==> config.mk <==
export PLATFORM = sky130hd
export DESIGN_NAME = dpram_frame_writer
export DESIGN_NICKNAME = d
export VERILOG_FILES = /design/src/rtl/dpram_frame_writer_pkg.sv /design/src/rtl/dpram_frame_writer_cdc_sync_bit.sv /design/src/rtl/dpram_frame_writer.sv
export SDC_FILE = /design/constraint.sdc
export NUM_CORES = 1
export LEC_CHECK = 0
export CAP_MARGIN = 20
export CORE_AREA = 2 2 81 122
export CTS_CLUSTER_SIZE = 8
export DETAILED_ROUTE_END_ITERATION = 10
export DIE_AREA = 0 0 83 124
export PLACE_DENSITY = 0.55
export REMOVE_ABC_BUFFERS = 1
export SLEW_MARGIN = 20
export SYNTH_ARGS = -nofsm -noshare
export SYNTH_HDL_FRONTEND = slang
export SYNTH_HIERARCHICAL = 1
export SYNTH_SLANG_ARGS = --single-unit
export TNS_END_PERCENT = 100
==> constraint.sdc <==
create_clock -name clk1 -period 1.71 [get_ports clk1]
set_input_delay 0.342 -clock clk1 [delete_from_list [all_inputs] [get_ports clk1]]
set_output_delay 0.342 -clock clk1 [all_outputs]
set_load 0.02 [all_outputs]
==> src/rtl/dpram_frame_writer_pkg.sv <==
// Shared defaults and FSM state encoding for the clk1-side frame writer
// in front of dual_port_RAM_CDC.
package dpram_frame_writer_pkg;

  localparam int unsigned DEF_DATA_W      = 8;
  localparam int unsigned DEF_ADDR_W      = 10;
  localparam int unsigned DEF_MAX_LEN     = 256;
  localparam int unsigned DEF_SYNC_STAGES = 2;

  typedef enum logic [2:0] {
    ST_IDLE,
    ST_WRITE,
    ST_DRAIN,
    ST_COMMIT,
    ST_WAIT_ACK,
    ST_WAIT_REL
  } wr_state_e;

endpackage

==> src/rtl/dpram_frame_writer_cdc_sync_bit.sv <==
// Multi-flop single-bit synchroniser with asynchronous active-low reset.
module cdc_sync_bit #(
  parameter int unsigned SYNC_STAGES = 2
) (
  input  logic clk,
  input  logic rst_n,
  input  logic d,
  output logic q
);

  logic [SYNC_STAGES-1:0] sync_q;

  always_ff @(posedge clk or negedge rst_n) begin
    if (!rst_n) begin
      sync_q <= '0;
    end else begin
      sync_q <= {sync_q[SYNC_STAGES-2:0], d};
    end
  end

  assign q = sync_q[SYNC_STAGES-1];

endmodule

==> src/rtl/dpram_frame_writer.sv <==
// Writes valid/ready framed byte stream into a ring buffer and publishes a
// frame descriptor to the clk2 reader over a 4-phase req/ack handshake.
module dpram_frame_writer
  import dpram_frame_writer_pkg::*;
#(
  parameter int unsigned DATA_W      = DEF_DATA_W,
  parameter int unsigned ADDR_W      = DEF_ADDR_W,
  parameter int unsigned MAX_LEN     = DEF_MAX_LEN,
  parameter int unsigned SYNC_STAGES = DEF_SYNC_STAGES
) (
  input  logic                         clk1,
  input  logic                         rst_n,
  input  logic                         s_valid,
  output logic                         s_ready,
  input  logic [DATA_W-1:0]            s_data,
  input  logic                         s_last,
  output logic                         wr_en,
  output logic [ADDR_W-1:0]            addr_1,
  output logic [DATA_W-1:0]            data_1,
  output logic                         desc_req,
  output logic [ADDR_W-1:0]            desc_base,
  output logic [$clog2(MAX_LEN+1)-1:0] desc_len,
  output logic                         desc_trunc,
  input  logic                         desc_ack
);

  localparam int unsigned LEN_W = $clog2(MAX_LEN + 1);

  wr_state_e         state;
  logic [ADDR_W-1:0] wp;
  logic [ADDR_W-1:0] base;
  logic [LEN_W-1:0]  cnt;
  logic [LEN_W-1:0]  cnt_nxt;
  logic              trunc;
  logic              ack_s;
  logic              beat_acc;

  cdc_sync_bit #(
    .SYNC_STAGES(SYNC_STAGES)
  ) u_ack_sync (
    .clk  (clk1),
    .rst_n(rst_n),
    .d    (desc_ack),
    .q    (ack_s)
  );

  // IDLE also waits for the previous ack to be released so a stale ack
  // cannot complete the next handshake early.
  always_comb begin
    s_ready = 1'b0;
    if (rst_n) begin
      unique case (state)
        ST_IDLE:  s_ready = !ack_s;
        ST_WRITE,
        ST_DRAIN: s_ready = 1'b1;
        default:  s_ready = 1'b0;
      endcase
    end
  end

  assign beat_acc = s_valid && s_ready;
  assign cnt_nxt  = cnt + 1'b1;

  always_ff @(posedge clk1 or negedge rst_n) begin
    if (!rst_n) begin
      state      <= ST_IDLE;
      wp         <= '0;
      base       <= '0;
      cnt        <= '0;
      trunc      <= 1'b0;
      wr_en      <= 1'b0;
      addr_1     <= '0;
      data_1     <= '0;
      desc_req   <= 1'b0;
      desc_base  <= '0;
      desc_len   <= '0;
      desc_trunc <= 1'b0;
    end else begin
      wr_en <= 1'b0;
      unique case (state)
        ST_IDLE: begin
          if (beat_acc) begin
            wr_en  <= 1'b1;
            addr_1 <= wp;
            data_1 <= s_data;
            wp     <= wp + 1'b1;
            base   <= wp;
            cnt    <= LEN_W'(1);
            trunc  <= 1'b0;
            if (s_last) begin
              state <= ST_COMMIT;
            end else if (MAX_LEN == 1) begin
              state <= ST_DRAIN;
              trunc <= 1'b1;
            end else begin
              state <= ST_WRITE;
            end
          end
        end
        ST_WRITE: begin
          if (beat_acc) begin
            wr_en  <= 1'b1;
            addr_1 <= wp;
            data_1 <= s_data;
            wp     <= wp + 1'b1;
            cnt    <= cnt_nxt;
            if (s_last) begin
              state <= ST_COMMIT;
            end else if (cnt_nxt == LEN_W'(MAX_LEN)) begin
              state <= ST_DRAIN;
              trunc <= 1'b1;
            end
          end
        end
        ST_DRAIN: begin
          if (beat_acc && s_last) begin
            state <= ST_COMMIT;
          end
        end
        ST_COMMIT: begin
          desc_base  <= base;
          desc_len   <= cnt;
          desc_trunc <= trunc;
          desc_req   <= 1'b1;
          state      <= ST_WAIT_ACK;
        end
        ST_WAIT_ACK: begin
          if (ack_s) begin
            desc_req <= 1'b0;
            state    <= ST_WAIT_REL;
          end
        end
        ST_WAIT_REL: begin
          if (!ack_s) begin
            state <= ST_IDLE;
          end
        end
        default: state <= ST_IDLE;
      endcase
    end
  end

endmodule

Word-level counts from Yosys, hierarchy flattened
Index checks and enable logic that the tools add are counted.

Input bits: 13. Register bits: 75. Output and inout port bits: 41.

Add/sub/neg operators: 2. Equal/unequal tests: 14. Reductions and logical operators: 14. Multiplexer cells: 23.

Operators with widths (count): $mux W3 (7); $mux W9 (2); $pmux W3 S6 (1); $pmux W9 S2 (1); $ne A2 B2 Y1 const B (6); $add A10 B1 Y10 const B (1); $add A9 B1 Y9 const B (1); $eq A9 B9 Y1 const B (1); $mux W1 (8); $eq A3 B2 Y1 const B (2); $eq A3 B3 Y1 const B (2); $pmux W1 S2 (3); $reduce_and A2 Y1 (3); $reduce_and A6 Y1 (1); $reduce_and A5 Y1 (1); $reduce_bool A2 Y1 (2); $reduce_or A2 Y1 (2); $eq A3 B1 Y1 const B (1); $logic_not A3 Y1 (1); $ne A3 B3 Y1 const B (1); $reduce_and A3 Y1 (1); $logic_and A1 B1 Y1 (2); $mux W2 (1); $ne A2 B1 Y1 const B (1); $logic_not A1 Y1 (1).

Longest topological paths before layout
Word-level depth: 8. Mapped depth: 7. Mapped depth without buffers: 6.

Cells and area by module
The synthesis kept the hierarchy.

By module, submodules not included: dpram_frame_writer (sequential area each 1826.8 um^2, instances 1, cells an instance 283, area an instance 3113.0 um^2); cdc_sync_bit (sequential area each 50.0 um^2, instances 1, cells an instance 2, area an instance 50.0 um^2).

Worst setup path after synthesis
No wires, ideal clock.

Path type: register to register. Start: reg state[2]. End: reg base[0]. Arrival time: 1.660 ns. Slack: -0.075 ns. Path buffers: 1. Period minus slack after synthesis: 1.785 ns. Cell stages (with the launch flop): 6. Path through: dfrtp_1 -> nand3b_1 -> or3_1 -> buf_6 -> nor2_4 -> mux2_2.

Cells in the longest elaborated chain, start to end: 6. Elaborated cells between the ends (all ways): 8.

RTL lines: from (decl) (line dpram_frame_writer.sv:29) `wr_state_e state;`; from (signal assigned) (line dpram_frame_writer.sv:66) `state <= ST_IDLE;`; from (signal assigned) (line dpram_frame_writer.sv:91) `state <= ST_COMMIT;`; from (signal assigned) (line dpram_frame_writer.sv:93) `state <= ST_DRAIN;`; $eq A3 B2 Y1 or $eq A3 B1 Y1 (tied branches) (line dpram_frame_writer.sv:52) `unique case (state)`; $reduce_or A2 Y1 (line dpram_frame_writer.sv:52); $pmux W1 S2 (line dpram_frame_writer.sv:52); $mux W1 (line dpram_frame_writer.sv:51) `if (rst_n) begin`; $logic_and A1 B1 Y1 (line dpram_frame_writer.sv:61) `assign beat_acc = s_valid && s_ready;`; $reduce_and A2 Y1 (no source line) *; to (signal assigned) (line dpram_frame_writer.sv:87) `base <= wp;`; to (decl) (line dpram_frame_writer.sv:31) `logic [ADDR_W-1:0] base;`.

Every way passes the cells marked *; elsewhere a longest branch is shown, timed or not. A chain may end at the register's enable or synchronous reset.

Worst setup path after layout
Start: reg state[2]. End: reg base[2].

Same word-level chain as after synthesis.

==> reports/qor.csv <==
stage;metric;value;unit
run_status;failed_checks;negative setup slack;
floorplan;y_dimension_of_the_die;124;um
finish;area.growth.synth_to_final;37.9;%
route;detail-route-antenna-nets;0;
logic_synthesis;synth_top_cells_by_area;dfrtp_1 (59%), mux2_2 (10%), nand2_1 (9.0%), xnor2_1 (1.9%), mux2i_1 (1.9%);
global_routing;antenna_violations_before_repair;0;
logic_synthesis;synthesis.instances;285;
worst_setup_path;worst-r2r-cell-count;5;
worst_setup_path;cp-end-kind;flop;
power;power.density;1700;nW/um^2
finish;layoutNonFillerInstCount;480;
floorplan;core_region_area;9200;sq um
timing;final.period_utilization;102;%
global_routing;gr-usage-all-layers;14.7;%
timing;clock_skew;0.00463;ns
power;power.ir.vdd_worst;0.979;mV
logic_synthesis;yosysTopAreaCellShare;59.3;%
clock_tree;clk_root_buffer_cell;clkbuf_16;
power;total_leakage_power;2.07;nW
worst_setup_path;cp.arrival;1.96;ns
floorplan;floorplan.die.width;83;um
worst_setup_path;cp_slowest_cell;or3_4;
logic_synthesis;yosys-mux-area-fraction;12.2;%
power;p_total;7.42;mW
timing;grt_setup_unrepaired;true;
logic_synthesis;synthesis.area_per_instance;11.1;sq um
route;drtIter0Drc;122;
logic_synthesis;syn_area;3160;sq um
logic_synthesis;yosys_register_bits;75;
place;placed_cells;463;
global_routing;grt_max_degree;76;
timing;timing.max_slew.rel_slack;38.5;%
clock_tree;ctsLongestPathBuffers;2;
route;wl_per_cell;14.5;um
logic_synthesis;synth_enable_flop_cells;0;
clock_tree;clock_tree_from_tritoncts;yes;
clock_tree;number_of_clock_buffers_inserted_by_tritoncts;9;
clock_tree;cts_hold_repair.buffers;0;
hold_path;min_path_type;in2async;
timing;final-hold-violation-count;0;
logic_synthesis;synth_seq_area_share;59.3;%
finish;drive_above_1_share;23.6;%
timing;max_freq;576;MHz
finish;n_antenna_cell;0;
worst_setup_path;critical_path_class;reg2reg;
route;routed_wl;6.97;mm
floorplan;floorplan.initialDensity;34.4;%
logic_synthesis;synth_top_family_by_area;simple AND/OR/NAND/NOR gates;
clock_tree;clkSinkCount;75;
logic_synthesis;yosysWarnings;6;
logic_synthesis;synth_cell_type_count;37;
route;drc;0;
finish;layout.nets;379;
logic_synthesis;synth-adder-area-share;1.19;%
worst_setup_path;setup.worst_path.start_class;flop;
clock_tree;worst_skew_pair.late_latency;0.34;ns
logic_synthesis;synth-simple-area-share;16.8;%
finish;layout.filler_cells;840;
worst_setup_path;critPathMaxStageDelay;0.46;ns
global_routing;total_overflow_reported_by_the_global_router;0;
global_routing;grt_first_pass_wirelength;11.7;mm
timing;worst_pin_slew;0.922;ns
clock_tree;ctsHtreeMaxLevel;3;
route;vias;2304;
job;drv_cap;0;
logic_synthesis;synth_top_area_cell;dfrtp_1;
logic_synthesis;area_share_of_xor_xnor_cells_in_the_synthesized_design;2.77;%
logic_synthesis;async_reset_ff_share;100;%
logic_synthesis;synth-compound-area-share;4.94;%
floorplan;io_pins;54;
worst_setup_path;crit_required;1.93;ns
place;dp_hpwl;4.60;mm
timing;final_max_slew_viol_count;0;
route;drt_pre_antenna_iters;4;
global_routing;first_global_vias;2408;
run_status;run_status;finished with violations;
clock_tree;clkTransAtPathRegs;0.06;ns
timing;setup_slack;-0.0262;ns
worst_setup_path;critPathMaxFanout;10;
place;portBuffers;53;
floorplan;num_rows;43;
timing;setup_viol;5;
route;mean_number_of_vias_per_cell;4.80;
logic_synthesis;synth_flop_cell;dfrtp_1;
worst_setup_path;timing.critical_path.cells;nand3b_1, or3_4, nor2_4, buf_12, mux2_2;
timing;post-route-min-period;1.74;ns
place;finalWeightedCongestion;0.777;
floorplan;die-area;10300;sq um
## critical path, delay by kind of cell (launching register included)
family / cells / cell delay, ns
AND/OR/NAND/NOR: 3 / 0.77
flip-flops: 1 / 0.37
multiplexers: 1 / 0.33
buffers and inverters: 1 / 0.14
## logic make-up (layout without fill, tap and decap cells)
logic type / after synthesis / count (layout)
AO/OA/AOI/OAI: 25 / 25
XOR/XNOR: 10 / 10
adder cells (fa/ha/maj): 3 / 3
buffers and inverters: 19 / 102
flip-flops: 75 / 75
multiplexers: 35 / 35
AND/OR/NAND/NOR: 118 / 118
## path summary, 6_finish.rpt
| path | end | slack, ns | from |
|---|---|---|---|
| worst max-delay path | base[2] | -0.03 | state[2] |
| worst min-delay path | desc_req | 0.33 | rst_n |
| worst max register to register | base[2] | -0.03 | state[2] |
| worst min register to register | u_ack_sync/sync_q[1] | 0.36 | u_ack_sync/sync_q[0] |
| max in group asynchronous | wp[5] | 0.79 | rst_n |
| min in group clk1 | u_ack_sync/sync_q[1] | 0.36 | u_ack_sync/sync_q[0] |
## sequential cells by signal (all words and copies together), names as in the netlist
register / count
wp: 10
desc_len: 9
desc_req: 1
desc_trunc: 1
wr_en: 1
trunc: 1
state: 3
desc_base: 10
data_1: 8
u_ack_sync/sync_q: 2
base: 10
addr_1: 10
cnt: 9
## cell type report
class,count,area (sq um),area share (%)
sequential,75,1880,43.0
inverter,4,17.5,0.401
tap,112,140,3.21
clock buffer,11,243,5.56
multi-input combinational,191,1250,28.8
timing repair buffer,82,778,17.8
clock inverter,5,52.6,1.20
## metal layers
metal / up-vias / global-route usage [%] / wire length [um]
met1: 1141 / 17.7 / 3040
met5: - / 0 / 0
li1: 1115 / - / -
met4: 0 / 6.15 / 105
met2: 37 / 24.6 / 3610
met3: 11 / 4.51 / 218
## synth_stat cells, types with 2 or more instances
library cell / n
mux2i_1: 6
dfrtp_1: 75
nor3_1: 4
nor2b_1: 4
a22o_1: 3
nand3b_1: 2
or3_1: 2
clkbuf_1: 7
nand4_1: 3
nand3_1: 11
xor2_1: 3
nor2_1: 6
buf_1: 3
buf_2: 4
ha_1: 3
nand2_1: 76
a21oi_1: 5
xnor2_1: 7
o21ai_0: 10
inv_1: 3
and3_1: 4
mux2_2: 29
## cells in the final DEF (no fill, tap or decap), types with 2 or more instances in the layout
cell type | synthesis | layout
mux2i_1 | 6 | 6
o21ai_0 | 10 | 7
nand3b_1 | 2 | 2
mux2_2 | 29 | 24
nor2_1 | 6 | 6
nor2b_1 | 4 | 2
and3_1 | 4 | 3
nand4_1 | 3 | 3
ha_1 | 3 | 2
xor2_1 | 3 | 3
clkinv_2 | 0 | 3
nand2_1 | 76 | 75
xnor2_1 | 7 | 7
buf_6 | 1 | 2
mux2_4 | 0 | 5
o21ai_1 | 1 | 4
clkbuf_16 | 0 | 9
nand3_1 | 11 | 11
nor3_2 | 1 | 2
a21oi_1 | 5 | 5
dfrtp_1 | 75 | 75
a22o_1 | 3 | 3
nor3_1 | 4 | 3
buf_4 | 0 | 27
inv_1 | 3 | 3
buf_12 | 0 | 2
clkdlybuf4s50_1 | 0 | 50
## power by group
part           switching, mW  total, mW  internal (mW)
Sequential             0.449       2.79           2.34
Combinational           1.34       2.74           1.40
Clock                  0.726       1.89           1.16
## repair_timing
action	CTS	global route
setup endpoints to repair	45	31
pin swaps	2	4
gates resized for setup	8	17
buffers inserted	0	1
## stage by stage
step	hold slack (ns)	util [%]	area [sq um]	setup TNS (ns)	worst slack, ns
floorplan	0.0464	-	3090	-19.63	-0.725
global placement	0.335	43.5	4000	-18.59	-0.449
detailed placement	0.345	43.5	4000	-19.40	-0.470
CTS	0.358	46.8	4300	0	0.00843
global route	0.366	47.4	4360	-1.50	-0.105
finish	0.331	47.4	4360	-0.107	-0.0262
(Power assumes the default switching activity.)
